--- src/rtl/position_avg.sv ---
// Windowed averaging of the position stage results (X, Y, S) over 2^n samples.
// Each completed window presents floor(sum / 2^n) on the outputs with a one-cycle ready pulse.
module position_avg #(
  parameter int unsigned AVG_LOG2_MAX = 8
) (
  input  logic               clk,
  input  logic               rst,
  input  logic               enable,
  input  logic               clear,
  input  logic [3:0]         avg_log2,
  input  logic               in_valid,
  input  logic signed [31:0] X_IN,
  input  logic signed [31:0] Y_IN,
  input  logic signed [31:0] S_IN,
  output logic signed [31:0] X_AVG,
  output logic signed [31:0] Y_AVG,
  output logic signed [31:0] S_AVG,
  output logic               avg_rdy,
  output logic [8:0]         sample_cnt,
  output logic [15:0]        window_cnt
);

  localparam int unsigned AccW = 32 + AVG_LOG2_MAX;
  localparam logic [3:0]  NMax = 4'(AVG_LOG2_MAX);

  typedef enum logic {StIdle, StAccum} state_e;

  state_e                 state_q, state_d;
  logic [3:0]             n_q, n_d;
  logic signed [AccW-1:0] acc_x_q, acc_x_d;
  logic signed [AccW-1:0] acc_y_q, acc_y_d;
  logic signed [AccW-1:0] acc_s_q, acc_s_d;
  logic [8:0]             cnt_q, cnt_d;
  logic signed [31:0]     x_avg_q, x_avg_d;
  logic signed [31:0]     y_avg_q, y_avg_d;
  logic signed [31:0]     s_avg_q, s_avg_d;
  logic                   rdy_q, rdy_d;
  logic [15:0]            wcnt_q, wcnt_d;

  logic [3:0]             n_eff;
  logic signed [AccW-1:0] sum_x, sum_y, sum_s;
  logic [16:0]            cnt_inc;
  logic [16:0]            win_size;
  logic                   window_done;

  assign n_eff = (avg_log2 > NMax) ? NMax : avg_log2;

  // Sums include the current sample so the completing strobe lands in the average directly.
  assign sum_x = acc_x_q + AccW'(X_IN);
  assign sum_y = acc_y_q + AccW'(Y_IN);
  assign sum_s = acc_s_q + AccW'(S_IN);

  assign cnt_inc     = 17'(cnt_q) + 17'd1;
  assign win_size    = 17'd1 << n_q;
  assign window_done = (cnt_inc >= win_size);

  always_comb begin
    state_d = state_q;
    n_d     = n_q;
    acc_x_d = acc_x_q;
    acc_y_d = acc_y_q;
    acc_s_d = acc_s_q;
    cnt_d   = cnt_q;
    x_avg_d = x_avg_q;
    y_avg_d = y_avg_q;
    s_avg_d = s_avg_q;
    rdy_d   = 1'b0;
    wcnt_d  = wcnt_q;

    unique case (state_q)
      StIdle: begin
        if (enable) begin
          state_d = StAccum;
          n_d     = n_eff;
        end
      end
      StAccum: begin
        if (!enable) begin
          // Leaving ACCUM throws away the partial window.
          state_d = StIdle;
          acc_x_d = '0;
          acc_y_d = '0;
          acc_s_d = '0;
          cnt_d   = '0;
        end else if (clear) begin
          acc_x_d = '0;
          acc_y_d = '0;
          acc_s_d = '0;
          cnt_d   = '0;
          n_d     = n_eff;
        end else if (in_valid) begin
          if (!window_done) begin
            acc_x_d = sum_x;
            acc_y_d = sum_y;
            acc_s_d = sum_s;
            cnt_d   = cnt_q + 9'd1;
          end else begin
            // Arithmetic shift gives floor division, matching the sign convention downstream.
            x_avg_d = 32'(sum_x >>> n_q);
            y_avg_d = 32'(sum_y >>> n_q);
            s_avg_d = 32'(sum_s >>> n_q);
            rdy_d   = 1'b1;
            acc_x_d = '0;
            acc_y_d = '0;
            acc_s_d = '0;
            cnt_d   = '0;
            wcnt_d  = wcnt_q + 16'd1;
            n_d     = n_eff;
          end
        end
      end
    endcase
  end

  always_ff @(posedge clk or negedge rst) begin
    if (!rst) begin
      state_q <= StIdle;
      n_q     <= '0;
      acc_x_q <= '0;
      acc_y_q <= '0;
      acc_s_q <= '0;
      cnt_q   <= '0;
      x_avg_q <= '0;
      y_avg_q <= '0;
      s_avg_q <= '0;
      rdy_q   <= 1'b0;
      wcnt_q  <= '0;
    end else begin
      state_q <= state_d;
      n_q     <= n_d;
      acc_x_q <= acc_x_d;
      acc_y_q <= acc_y_d;
      acc_s_q <= acc_s_d;
      cnt_q   <= cnt_d;
      x_avg_q <= x_avg_d;
      y_avg_q <= y_avg_d;
      s_avg_q <= s_avg_d;
      rdy_q   <= rdy_d;
      wcnt_q  <= wcnt_d;
    end
  end

  assign X_AVG      = x_avg_q;
  assign Y_AVG      = y_avg_q;
  assign S_AVG      = s_avg_q;
  assign avg_rdy    = rdy_q;
  assign sample_cnt = cnt_q;
  assign window_cnt = wcnt_q;

endmodule
--- config.mk ---
export PLATFORM = sky130hd
export DESIGN_NAME = position_avg
export DESIGN_NICKNAME = d
export VERILOG_FILES = /design/src/rtl/position_avg.sv
export SDC_FILE = /design/constraint.sdc
export NUM_CORES = 1
export LEC_CHECK = 0
export ABC_AREA = 0
export CORE_ASPECT_RATIO = 1.2
export CORE_MARGIN = 2
export CORE_UTILIZATION = 38
export CTS_BUF_LIST = sky130_fd_sc_hd__clkbuf_4 sky130_fd_sc_hd__clkbuf_8
export DETAILED_ROUTE_END_ITERATION = 10
export GPL_TIMING_DRIVEN = 0
export SYNTH_ARGS = -nofsm -noshare
export SYNTH_HDL_FRONTEND = slang
export SYNTH_SLANG_ARGS = --single-unit
--- constraint.sdc ---
create_clock -name clk -period 3.8 [get_ports clk]
set_input_delay 0.76 -clock clk [delete_from_list [all_inputs] [get_ports clk]]
set_output_delay 0.76 -clock clk [all_outputs]
set_load 0.02 [all_outputs]
==> results of run 1 <==
cell usage in the layout, fill, tap and decap left out, types with 14 or more instances in the layout:
master           instances
clkbuf_4                20
and2_1                  25
xor2_1                  31
nand2_1                244
clkdlybuf4s50_1        217
o21ai_1                 40
a211oi_2                14
nor2_1                 172
and3_1                  20
a31oi_1                 20
o21a_1                  23
clkbuf_8                69
ha_2                    17
o22ai_1                 26
o221ai_1                24
a21oi_2                 26
a21oi_1                161
xnor2_1                 51
nand4_1                 39
a211oi_1                56
nand3_1                 48
ha_1                   104
a22o_1                 118
clkbuf_2                21
or3_1                   15
mux2_2                  27
buf_4                  117
o21bai_1                15
xnor2_2                 20
o211ai_1                38
inv_1                   43
clkbuf_1                58
a21o_1                  41
nor3_1                  38
o21ai_0                 86
nand2b_1                15
dfrtp_1                243
mux2i_1                103
mux4_2                  36
sequential cells by signal, indices dropped and copies added (netlist names):
signal and count:
S_AVG 32, X_AVG 32, Y_AVG 32, acc_s_q 40, acc_x_q 40, acc_y_q 40, avg_rdy 1, n_q 4
sample_cnt 9, state_q 1, window_cnt 16
path summary, 6_finish.rpt:
path	to	slack [ns]
worst max-delay path	X_AVG[30]	-0.07
worst min-delay path	window_cnt[15]	0.48
min in group asynchronous	acc_y_q[1]	0.59
worst min register to register	window_cnt[15]	0.48
worst max register to register	X_AVG[30]	-0.07
max in group asynchronous	n_q[3]	2.23
cells by family (layout without fill, tap and decap cells):
kind of cell / after synthesis / count (layout) / synth area share, %
AO/OA/AOI/OAI: 907 / 907 / 29.44
XOR/XNOR: 122 / 122 / 4.888
adder cells (fa/ha/maj): 132 / 132 / 7.658
buffers and inverters: 221 / 624 / 3.995
flip-flops: 247 / 247 / 28.27
multiplexers: 179 / 179 / 10.43
other: 0 / 4 / 0
AND/OR/NAND/NOR: 721 / 721 / 15.32
cell type report:
class                      count  area share (%)
multi-input combinational   2061           56.55
sequential                   247           21.21
timing repair buffer         341           11.20
buffer                       147           3.526
tap                          735           3.153
clock buffer                  71           3.114
inverter                      50          0.6906
clock inverter                15          0.5233
antenna                        4         0.03432
critical path, stage by stage (launching register included):
cell,delay (ns)
dfrtp_2,0.46
clkbuf_8,0.23
buf_8,0.23
buf_8,0.23
clkbuf_8,0.26
nand3_1,0.23
ha_1,0.29
or3_1,0.36
o41ai_2,0.36
or3_4,0.24
inv_4,0.10
clkbuf_2,0.34
nor2_1,0.27
a31oi_1,0.10
layer usage:
metal	GRT usage, %	part of all wire (%)	wire [µm]	vias to the layer above
met5	0	0.010	12	-
met4	23.29	7.9	9056	2
met3	8.642	9.5	10850	462
met2	59.48	44	50600	1593
met1	45.82	39	44180	12050
li1	-	-	-	10460
report_power, final:
part           total [µW]  internal (µW)  leakage, µW  switching, µW
clock                3110           1730     0.000568           1380
sequential           3950           3230      0.00325            720
combinational        7510           3050      0.00877           4470
metrics by stage:
step	util (%)	cell area, µm²	TNS, ns	setup slack (ns)	total power [µW]
2_1_floorplan	-	21870	0	0.02426	7398
3_3_place_gp	43.91	25050	-3149.18	-9.756	10480
3_5_place_dp	44.04	25120	-684.71	-3.396	10510
4_1_cts	48.87	27880	-0.03798	-0.03038	14030
5_1_grt	51.11	29160	-0.2915	-0.02959	15000
6_report	51.12	29170	-0.7548	-0.06943	14570
repair_timing:
| item | in CTS | in global routing |
|---|---|---|
| gates cloned | 0 | 0 |
| hold endpoints to repair | 29 | 0 |
| pin swaps | 37 | 77 |
| endpoints found under the setup margin | 246 | 223 |
| hold buffers | 1 | 0 |
| setup buffers | 55 | 57 |
| resized for setup | 331 | 228 |
==> run metrics, run 1 <==
most numerous cell in the Yosys netlist nand2_1; CP Class register to register; worst-path maximum fanout 10; number of flops mapped to enable cells by yosys 0; Clock Root Buffer clkbuf_8; Die Wd 223.0 µm; Final Net Count 3134; Routed wire per std cell roughly 31 µm; crit end category register; Slew HR 9.767%; vias post-DR between 20000 and 25000; hold path startpoint window_cnt[15]; final WL 114700 µm; Final Critical Period between 3 and 4 ns; H-tree depth 2; Pwr Density between 400 and 500 mW/mm²; Mapped Avg Cell Area between 8 and 9 µm²; worst-margin pin slew 1.353 ns; Initial Util approximately two fifths; cell count after synthesis 2529; largest net degree at the start of global routing between 100 and 150; post-synth cell types 97; crit path launch n_q[0]; clock skew 0.04159 ns; drt pass-1 iters 7; register area 0.006186 mm²; final period utilization 101.8%; die height 266.7 µm; vias per inst approximately 6.7; worst-case clock buffer depth 3; #FFs+latches synth 247; failing checks negative setup slack; top cells by area, synth dfrtp_1, ha_1, mux2i_1, a22o_1, nand2_1; Pleak 0.01259 µW; first-pass GRT wire length 163100 µm; Startpoint Class register; Congestion Overflow GR 0; CORE AREA 0.05705 mm²; Multi-input gate area 0.01649 mm²; Critical Path RT 4.32 ns; clk_lat worst skew 0.68 ns; # port buffers between 200 and 250; fin cells between 3000 and 4000; # rows 96; First DRT Iteration DRCs 2690; Hold Violations, Final 0; gp weighted congestion 0.9860; Netlist Area Pre-Place 0.02186 mm²; MaxCap Viol Count 0; via count of the first global-routing pass between 20000 and 25000; hold slack 0.4795 ns; dominant cell type by area after synthesis dfrtp_1; share of post-route cells with drive strength above 1 21.93%; initial antenna violation count 3; DP HPWL approximately 84000 µm; CTS tree yes; GRT Util Overall 37.36%; fin. max-slew vios 0; CTS buffer count 49; worst hold path type register to register; Final Setup Violations 40; top cell type's share of synthesized area 28.27%; post-route setup slack -0.06943 ns; full die area 0.05947 mm²; remaining routing DRC violations 0; ys async rst share 100.0%; post-route antenna net violation count 0; dpl cells 3493; YS warnings 0; Max Fclk between 0.2 and 0.3 GHz; most frequent cells after synthesis nand2_1, dfrtp_1, nor2_1; Layout fillers 5422; VDD IR-drop max 0.2972 mV; IO Count 227; RSZ-0062 raised after global routing yes; status finished with violations; worst path arrival time roughly 4.4 ns; R2R cell count 13; CTS sink count 247; hold path depth 1; Top FF cell, synth dfrtp_1; CTS clock-pin slew for the worst setup and hold paths 0.06 ns; Layout area overhead 33.43%; Seq/Total Area, Yosys 28.27%; net count after synthesis 2766; worst flop-to-flop path startpoint n_q[0]
No activity file was read; power rests on OpenSTA's default activity.
==> inputs of run 2 (changes only) <==
--- a/config.mk
+++ b/config.mk
@@ -7,11 +7,13 @@
 export LEC_CHECK = 0
 export ABC_AREA = 0
 export CORE_ASPECT_RATIO = 1.2
-export CORE_MARGIN = 2
+export CORE_MARGIN = 8
 export CORE_UTILIZATION = 38
 export CTS_BUF_LIST = sky130_fd_sc_hd__clkbuf_4 sky130_fd_sc_hd__clkbuf_8
 export DETAILED_ROUTE_END_ITERATION = 10
 export GPL_TIMING_DRIVEN = 0
+export SKIP_CTS_REPAIR_TIMING = 1
+export SKIP_LAST_GASP = 1
 export SYNTH_ARGS = -nofsm -noshare
 export SYNTH_HDL_FRONTEND = slang
 export SYNTH_SLANG_ARGS = --single-unit
==> run metrics, run 2 (same netlist as run 1, synthesis figures left out) <==
first-pass GRT wire length 161500 µm (-0.98%); Hold EP window_cnt[15]; DP Worst Slack -3.448 ns (-0.05212 ns); clk_lat worst skew 0.69 ns (about the same); Critical Path RT 4.35 ns (+0.03 ns); Congestion Overflow GR 0 (unchanged); Layout fillers 5369 (-0.98%); Layout area overhead 32.49%; # port buffers 226 (unchanged); # rows 96 (unchanged); Slew HR -0.7452% (-11 points); Hold Violations, Final 0 (unchanged); worst flop-to-flop path startpoint n_q[0]; worst hold path type register to register; Clock Root Buffer clkbuf_8; remaining routing DRC violations 0 (unchanged); drt pass-1 iters 8 (+1); Pwr Density 515.8 mW/mm² (+3.3%); worst-case clock buffer depth 3 (unchanged); Startpoint Class register; gp weighted congestion 1.026 (+4.1%); RSZ-0062 raised after global routing yes; Core Util, Final 50.77% (-0.36 points); clock skew 0.03061 ns (-0.01098 ns); vias per inst 6.670 (-0.34%); fin cells 3663 (-0.22%); hold path depth 1 (unchanged); initial antenna violation count 5 (+2); MaxCap Viol Count 1 (+1); Final Setup Violations 23 (-43%); Initial Util 38.32% (unchanged); R2R cell count 8 (-5); H-tree depth 2 (unchanged); full die area 0.06549 mm² (+10%); Final Critical Period 3.942 ns (+0.07265 ns); VDD IR-drop max 0.2912 mV (-2.0%); crit end category register; Max Fclk 0.2537 GHz (-1.8%); worst-margin pin slew 1.511 ns (+0.1577 ns); Top Registers acc_s_q: 40 flops, acc_x_q: 40 flops, acc_y_q: 40 flops; die height 278.7 µm (+4.5%); GRT Util Overall 32.80% (-4.6 points); most frequent cells in the layout nand2_1, dfrtp_1, clkdlybuf4s50_1; CTS sink count 247 (unchanged); CTS tree yes; post-route antenna net violation count 0 (unchanged); worst path arrival time 4.49 ns (+0.10 ns); status finished with violations; commonest non-fill, non-tap cell in the layout nand2_1; post-route setup slack -0.1421 ns (-0.07265 ns); CTS clock-pin slew for the worst setup and hold paths 0.07 ns (about the same); failing checks max-capacitance violations, max-slew violations, negative setup slack; final WL 114800 µm (+0.11%); Routed wire per std cell 31.35 µm (+0.33%); Die Wd 235.0 µm (+5.4%); Pleak 0.01250 µW (-0.69%); Final Net Count 3120 (-0.45%); R2R Setup Slk -0.14 ns (-0.07 ns); CP Class register to register; First DRT Iteration DRCs 2598 (-3.4%); largest net degree at the start of global routing 113 (+5.6%); CTS buffer count 49 (unchanged); via count of the first global-routing pass 23550 (-2.0%); final period utilization 103.7% (+1.9 points); worst-path maximum fanout 10 (unchanged); IO Count 227 (unchanged); share of post-route cells with drive strength above 1 21.27% (-0.66 points); hold path startpoint window_cnt[15]; Reg2Reg Capture Point Y_AVG[9]; fin. max-slew vios 11 (+11); dpl cells 3493 (unchanged); DP HPWL 84200 µm (+0.82%); CORE AREA 0.05705 mm² (unchanged); vias post-DR 24430 (-0.56%)
[run 2: cell types whose count changed in the layout (fill, tap and decap cells not counted), sizes merged]
cell           delta
clkdlybuf4s15     -1
buf               -6
dlygate4sd2       -1
clkdlybuf4s50     +2
clkbuf            -9
clkinvlp          +3
bufinv            +4
[run 2: worst max path at each step]
stage          depth (start not counted)    start           to
4_1_cts                               14   n_q[0]  acc_x_q[37]
6_report                               8   n_q[0]     Y_AVG[9]
3_5_place_dp                          14   n_q[0]  acc_x_q[37]
2_1_floorplan                         18   n_q[1]     S_AVG[6]
5_1_grt                               15  Y_IN[0]    Y_AVG[13]
3_3_place_gp                           1      rst  acc_s_q[17]
[run 2: report_power, final]
| group | switching, µW | total [µW] | leakage [µW] | internal [µW] |
|---|---|---|---|---|
| Clock | 1460 | 3500 | 0.000631 | 2040 |
| Sequential | 739 | 3970 | 0.00325 | 3230 |
| Combinational | 4460 | 7480 | 0.00862 | 3020 |
[run 2: layout make-up]
type / count / area, µm² / share of cell area, %
Clock buffer: 70 / 919.6 / 3.175
Inverter: 50 / 207.7 / 0.7171
Multi-Input combinational cell: 2061 / 16330 / 56.39
Buffer: 147 / 963.4 / 3.326
Sequential cell: 247 / 6186 / 21.36
Clock inverter: 22 / 292.8 / 1.011
Tap cell: 735 / 919.6 / 3.175
Antenna cell: 4 / 10.01 / 0.03456
Timing Repair Buffer: 327 / 3133 / 10.82
[run 2: per-layer routing]
metal	share of wire, %	global-route usage, %
met5	0.010	0
met4	7.3	19.02
met3	9.6	8.216
met2	44	52.51
met1	39	39.89
[run 2: critical path, stage by stage (launching register included)]
cell	delay [ns]
dfrtp_2	0.48
inv_2	0.15
buf_12	0.20
clkbuf_1	1.12
clkbuf_1	0.87
mux2i_1	0.34
a21oi_1	0.12
a22oi_2	0.32
o221ai_1	0.17
[run 2: through the flow]
stage | power, µW | TNS, ns | cell area [µm²] | hold WS, ns
3_5_place_dp | 10550 | -696.12 | 25120 | 0.4637
3_3_place_gp | 10500 | -3112.95 | 25050 | 0.4584
6_report | 14940 | -1.450 | 28960 | 0.4741
2_1_floorplan | 7398 | 0 | 21870 | 0.4526
5_1_grt | 15350 | -1.425 | 28960 | 0.5039
4_1_cts | 14050 | -705.81 | 26340 | -0.07135
